**src/rtl/forno_sequenciador.sv**
```systemverilog
// Microwave oven sequencer: BCD keypad time entry, per-second countdown,
// pause/resume on stop or open door, and a one-cycle completion beep.
module forno_sequenciador #(
    parameter int unsigned TICKS_PER_SEC = 100
) (
    input  logic       clk,
    input  logic       resetn,
    input  logic       startn,
    input  logic       stopn,
    input  logic       clearn,
    input  logic       door_closed,
    input  logic       key_valid,
    input  logic [3:0] key_digit,
    output logic [3:0] min_tens,
    output logic [3:0] min_units,
    output logic [3:0] sec_tens,
    output logic [3:0] sec_units,
    output logic       mag_on,
    output logic       timer_done,
    output logic       beep,
    output logic [1:0] state
);
    localparam int unsigned   PW        = $clog2(TICKS_PER_SEC);
    localparam logic [PW-1:0] PRESC_MAX = PW'(TICKS_PER_SEC - 1);

    typedef enum logic [1:0] {
        IDLE  = 2'd0,
        COOK  = 2'd1,
        PAUSE = 2'd2,
        DONE  = 2'd3
    } state_t;

    state_t        cur_state, nxt_state;
    logic [3:0]    mt_q, mu_q, st_q, su_q;
    logic [3:0]    mt_d, mu_d, st_d, su_d;
    logic [3:0]    dec_mt, dec_mu, dec_st, dec_su;
    logic [PW-1:0] presc_q, presc_d;
    logic          beep_q, beep_d;
    logic          start_hist, stop_hist, clear_hist;
    logic          start_evt, stop_evt, clear_evt;
    logic          time_zero, dec_zero, key_ok;

    assign start_evt = start_hist & ~startn;
    assign stop_evt  = stop_hist  & ~stopn;
    assign clear_evt = clear_hist & ~clearn;

    assign time_zero = ({mt_q, mu_q, st_q, su_q} == '0);
    assign key_ok    = key_valid && (key_digit <= 4'd9);

    // One-second BCD decrement; sec_tens wraps to 5 so loaded 6..9 still count down.
    always_comb begin
        dec_mt = mt_q;
        dec_mu = mu_q;
        dec_st = st_q;
        dec_su = su_q - 4'd1;
        if (su_q == 4'd0) begin
            dec_su = 4'd9;
            if (st_q == 4'd0) begin
                dec_st = 4'd5;
                if (mu_q == 4'd0) begin
                    dec_mu = 4'd9;
                    dec_mt = mt_q - 4'd1;
                end else begin
                    dec_mu = mu_q - 4'd1;
                end
            end else begin
                dec_st = st_q - 4'd1;
            end
        end
    end

    assign dec_zero = ({dec_mt, dec_mu, dec_st, dec_su} == '0);

    always_ff @(posedge clk or negedge resetn) begin
        if (!resetn) begin
            cur_state  <= IDLE;
            mt_q       <= '0;
            mu_q       <= '0;
            st_q       <= '0;
            su_q       <= '0;
            presc_q    <= '0;
            beep_q     <= 1'b0;
            start_hist <= 1'b1;
            stop_hist  <= 1'b1;
            clear_hist <= 1'b1;
        end else begin
            cur_state  <= nxt_state;
            mt_q       <= mt_d;
            mu_q       <= mu_d;
            st_q       <= st_d;
            su_q       <= su_d;
            presc_q    <= presc_d;
            beep_q     <= beep_d;
            start_hist <= startn;
            stop_hist  <= stopn;
            clear_hist <= clearn;
        end
    end

    always_comb begin
        nxt_state = cur_state;
        mt_d      = mt_q;
        mu_d      = mu_q;
        st_d      = st_q;
        su_d      = su_q;
        presc_d   = presc_q;
        beep_d    = 1'b0;
        if (clear_evt) begin
            nxt_state = IDLE;
            mt_d      = '0;
            mu_d      = '0;
            st_d      = '0;
            su_d      = '0;
            presc_d   = '0;
        end else begin
            case (cur_state)
                IDLE: begin
                    if (start_evt && !stop_evt && door_closed && !time_zero) begin
                        nxt_state = COOK;
                        presc_d   = '0;
                    end else if (key_ok) begin
                        mt_d = mu_q;
                        mu_d = st_q;
                        st_d = su_q;
                        su_d = key_digit;
                    end
                end
                COOK: begin
                    if (stop_evt || !door_closed) begin
                        nxt_state = PAUSE;
                    end else if (presc_q == PRESC_MAX) begin
                        presc_d = '0;
                        mt_d    = dec_mt;
                        mu_d    = dec_mu;
                        st_d    = dec_st;
                        su_d    = dec_su;
                        if (dec_zero) begin
                            nxt_state = DONE;
                            beep_d    = 1'b1;
                        end
                    end else begin
                        presc_d = presc_q + 1'b1;
                    end
                end
                PAUSE: begin
                    if (start_evt && !stop_evt && door_closed) begin
                        nxt_state = COOK;
                    end
                end
                DONE: begin
                    if (!door_closed) begin
                        nxt_state = IDLE;
                    end
                end
                default: nxt_state = IDLE;
            endcase
        end
    end

    assign min_tens   = mt_q;
    assign min_units  = mu_q;
    assign sec_tens   = st_q;
    assign sec_units  = su_q;
    assign mag_on     = (cur_state == COOK) && door_closed;
    assign timer_done = (cur_state == DONE);
    assign beep       = beep_q;
    assign state      = cur_state;

endmodule

```
**config.mk**
```make
export PLATFORM = sky130hd
export DESIGN_NAME = forno_sequenciador
export DESIGN_NICKNAME = d
export VERILOG_FILES = /design/src/rtl/forno_sequenciador.sv
export SDC_FILE = /design/constraint.sdc
export NUM_CORES = 1
export LEC_CHECK = 0
export ABC_CLOCK_PERIOD_IN_PS = 2400
export CAP_MARGIN = 20
export CORE_MARGIN = 8
export CORE_UTILIZATION = 53
export DETAILED_ROUTE_END_ITERATION = 8
export PLACE_DENSITY = 0.9
export SYNTH_ARGS = -nofsm -noshare
export SYNTH_HDL_FRONTEND = slang
export SYNTH_SLANG_ARGS = --single-unit
```
**constraint.sdc**
```tcl
create_clock -name clk -period 2.4 [get_ports clk]
set_clock_uncertainty 0.05 [all_clocks]
set_input_delay 0.48 -clock clk [delete_from_list [all_inputs] [get_ports clk]]
set_output_delay 0.48 -clock clk [all_outputs]
set_load 0.03 [all_outputs]
```
==> results.ini <==
[place]
place_hpwl_um = 3880
io_buffers = 31
postPlaceCellArea_um2 = 2338
numPlacedInstances = 310
globalplace.congestion = 0.9496
dp_slack_ns = -0.01029

[global_route]
grt_first_pass_wirelength_um = 8790
gr-usage-met2_pct = 28.11
antenna_found_initial = 0
grt_max_degree = 30
busiest_layer = met2
use_met1_pct = 23.87
first_global_vias = 1786
grt_usage_pct = 18.30
gr-total-overflow = 0
grt.met3_usage_pct = 5.307

[sta]
timing_hold_violations_final = 0
period_minus_slack_ns = 2.233
min_period_over_period_pct = 93.05
fmax_ghz = 0.4478
finalWorstSetupSlack_ns = 0.1669
tightest_slew_ns = 0.4451
setup_violations = 0
slew_viol_final = 0
slew_headroom_pct = 69.56
rsz0062_at_grt = no

[clock_network]
cts_sinks = 29
cts_tree = done
postCtsHoldBufs = 0
cts_root_buf = clkbuf_4
clk_pin_slew_ns = 0.10
clock_latency_ns = 0.34
htree_levels = 2
cts_buffers = 5
cts_resized = 0
postCtsSetupBuffers = 0
clk_path_buf_depth = 2

[pwr]
leakage_nw = 0.9768
ir_drop_mv = 0.5710
power_density_nw_per_um2 = 844.8

[critical_path]
required_ns = 1.87
timing.rr.start = min_units[3]
endpoint_kind = primary output
r2r_cells = 5
critical_path.top_delay_family = buffers and inverters
worstPathArrival_ns = 1.70
worstPathCellList = and2_1 > clkdlybuf4s50_1
r2r-end = state[1]
start_kind = register
crit_path_max_incr_delay_ns = 0.66
critPathBufInv = 1
path_class = reg -> out
crit_slowest_cell = clkdlybuf4s50_1
r2r_slack_ns = 0.18
critPathMaxFanout = 10
critical_path_depth = 2

[outcome]
status = completed

[synth]
synthFlopType = dfrtp_1
yosysUniqueCellTypes = 57
yosysWarnings = 0
synth.net_count = 241
seq_area_frac_synth_pct = 38.36
synthArstFlopShare_pct = 100.0
ys_ff_latch = 29
syn_inst = 227
synth_edf_count = 0
synth_area_um2 = 1902
avgSynthCellArea_um2 = 8.378

[die]
dieWidth_um = 75.90
io_pins = 32
coreArea_um2 = 3390
die_y_um = 75.90
rows = 21
die_area_um2 = 5761
start_util_pct = 56.11

[layout]
nNetsFinal = 285
final_cell_count_no_fill = 318
fin_area_um2 = 2409
final.fill_count = 261
final_common_cell = clkdlybuf4s50_1
area_growth_pct = 26.64
diodes = 0
drive_gt1_share_pct = 17.28
final_cell_mix = clkdlybuf4s50_1, nand2_1, nor2_1, dfrtp_1

[detailed_routing]
dr.first_iter.drc_count = 247
dr.pass1.iters = 5
ant_nets = 0
vias = 1968
avgViaCountPerCell = 6.189
routed_wl_um = 5288
drc = 0
post_drt_wl_per_cell_um = 16.63

[run]
max_cap_viol_count = 0

[hold_path]
hp-class = in -> async

==> area by class of cell <==
class / count / area [µm²] / area share [%]
multi-input combinational: 179 / 1079 / 44.78
sequential: 29 / 729.5 / 30.29
timing repair buffer: 50 / 450.4 / 18.70
clock buffer: 7 / 65.06 / 2.701
tap: 46 / 57.56 / 2.390
inverter: 6 / 22.52 / 0.9351
clock inverter: 1 / 5.005 / 0.2078
==> per-stage QoR <==
step,hold WS [ns],total power [W],setup TNS [ns],util [%]
global route,0.4887,0.002158,0,71.06
floorplan,0.1344,0.001326,0,-
CTS,0.4764,0.002031,0,71.06
finish,0.4638,0.002035,0,71.06
global placement,0.4631,0.001654,0,68.99
detailed placement,0.4843,0.001676,-0.01029,68.99
==> worst max path at each step <==
| stage | startpoint | to | slack [ns] |
|---|---|---|---|
| global placement | door_closed | presc_q[5] | 0.07 |
| global route | min_units[3] | state[1] | 0.02 |
| finish | state[0] | timer_done | 0.17 |
| CTS | state[0] | timer_done | 0.16 |
| floorplan | state[1] | mag_on | 0.27 |
| detailed placement | door_closed | presc_q[5] | -0.01 |
==> flip-flops by register name, indices dropped and copies added, names as in the netlist <==
register	count
beep	1
clear_hist	1
min_tens	4
min_units	4
presc_q	7
sec_tens	4
sec_units	4
start_hist	1
state	2
stop_hist	1
==> cells in the mapped netlist (all sizes together) (5+ instances only) <==
| cell | number | share of area [%] |
|---|---|---|
| dfrtp | 26 | 34 |
| o22ai | 6 | 2.0 |
| nand3 | 9 | 2.6 |
| buf | 7 | 2.5 |
| clkbuf | 6 | 1.2 |
| inv | 6 | 1.2 |
| o21ai | 18 | 4.7 |
| nor3 | 10 | 4.0 |
| nand4 | 5 | 2.0 |
| nor2 | 27 | 5.3 |
| a21oi | 20 | 5.3 |
| nand2 | 29 | 5.9 |
==> power by group <==
| part | switching (W) | leakage, nW | internal (W) |
|---|---|---|---|
| sequential | 0.000127 | 0.387 | 0.000555 |
| clock | 0.000181 | 0.0413 | 0.000169 |
| combinational | 0.000584 | 0.549 | 0.000418 |
==> per-layer routing <==
layer	up-vias	part of all wire (%)
li1	922	-
met1	932	42
met2	105	47
met3	9	9.5
met4	0	1.7
met5	-	0
==> logic make-up (layout without fill, tap and decap cells) <==
| kind of cell | after synthesis | count (layout) | synth area share, % |
|---|---|---|---|
| simple gates | 106 | 106 | 30.59 |
| compound gates | 66 | 66 | 22.30 |
| flops | 29 | 29 | 38.36 |
| buf+inv | 19 | 64 | 4.934 |
| xor+xnor | 4 | 4 | 1.842 |
| fa+ha+maj | 3 | 3 | 1.974 |
Power figures use the tool's default switching activity.
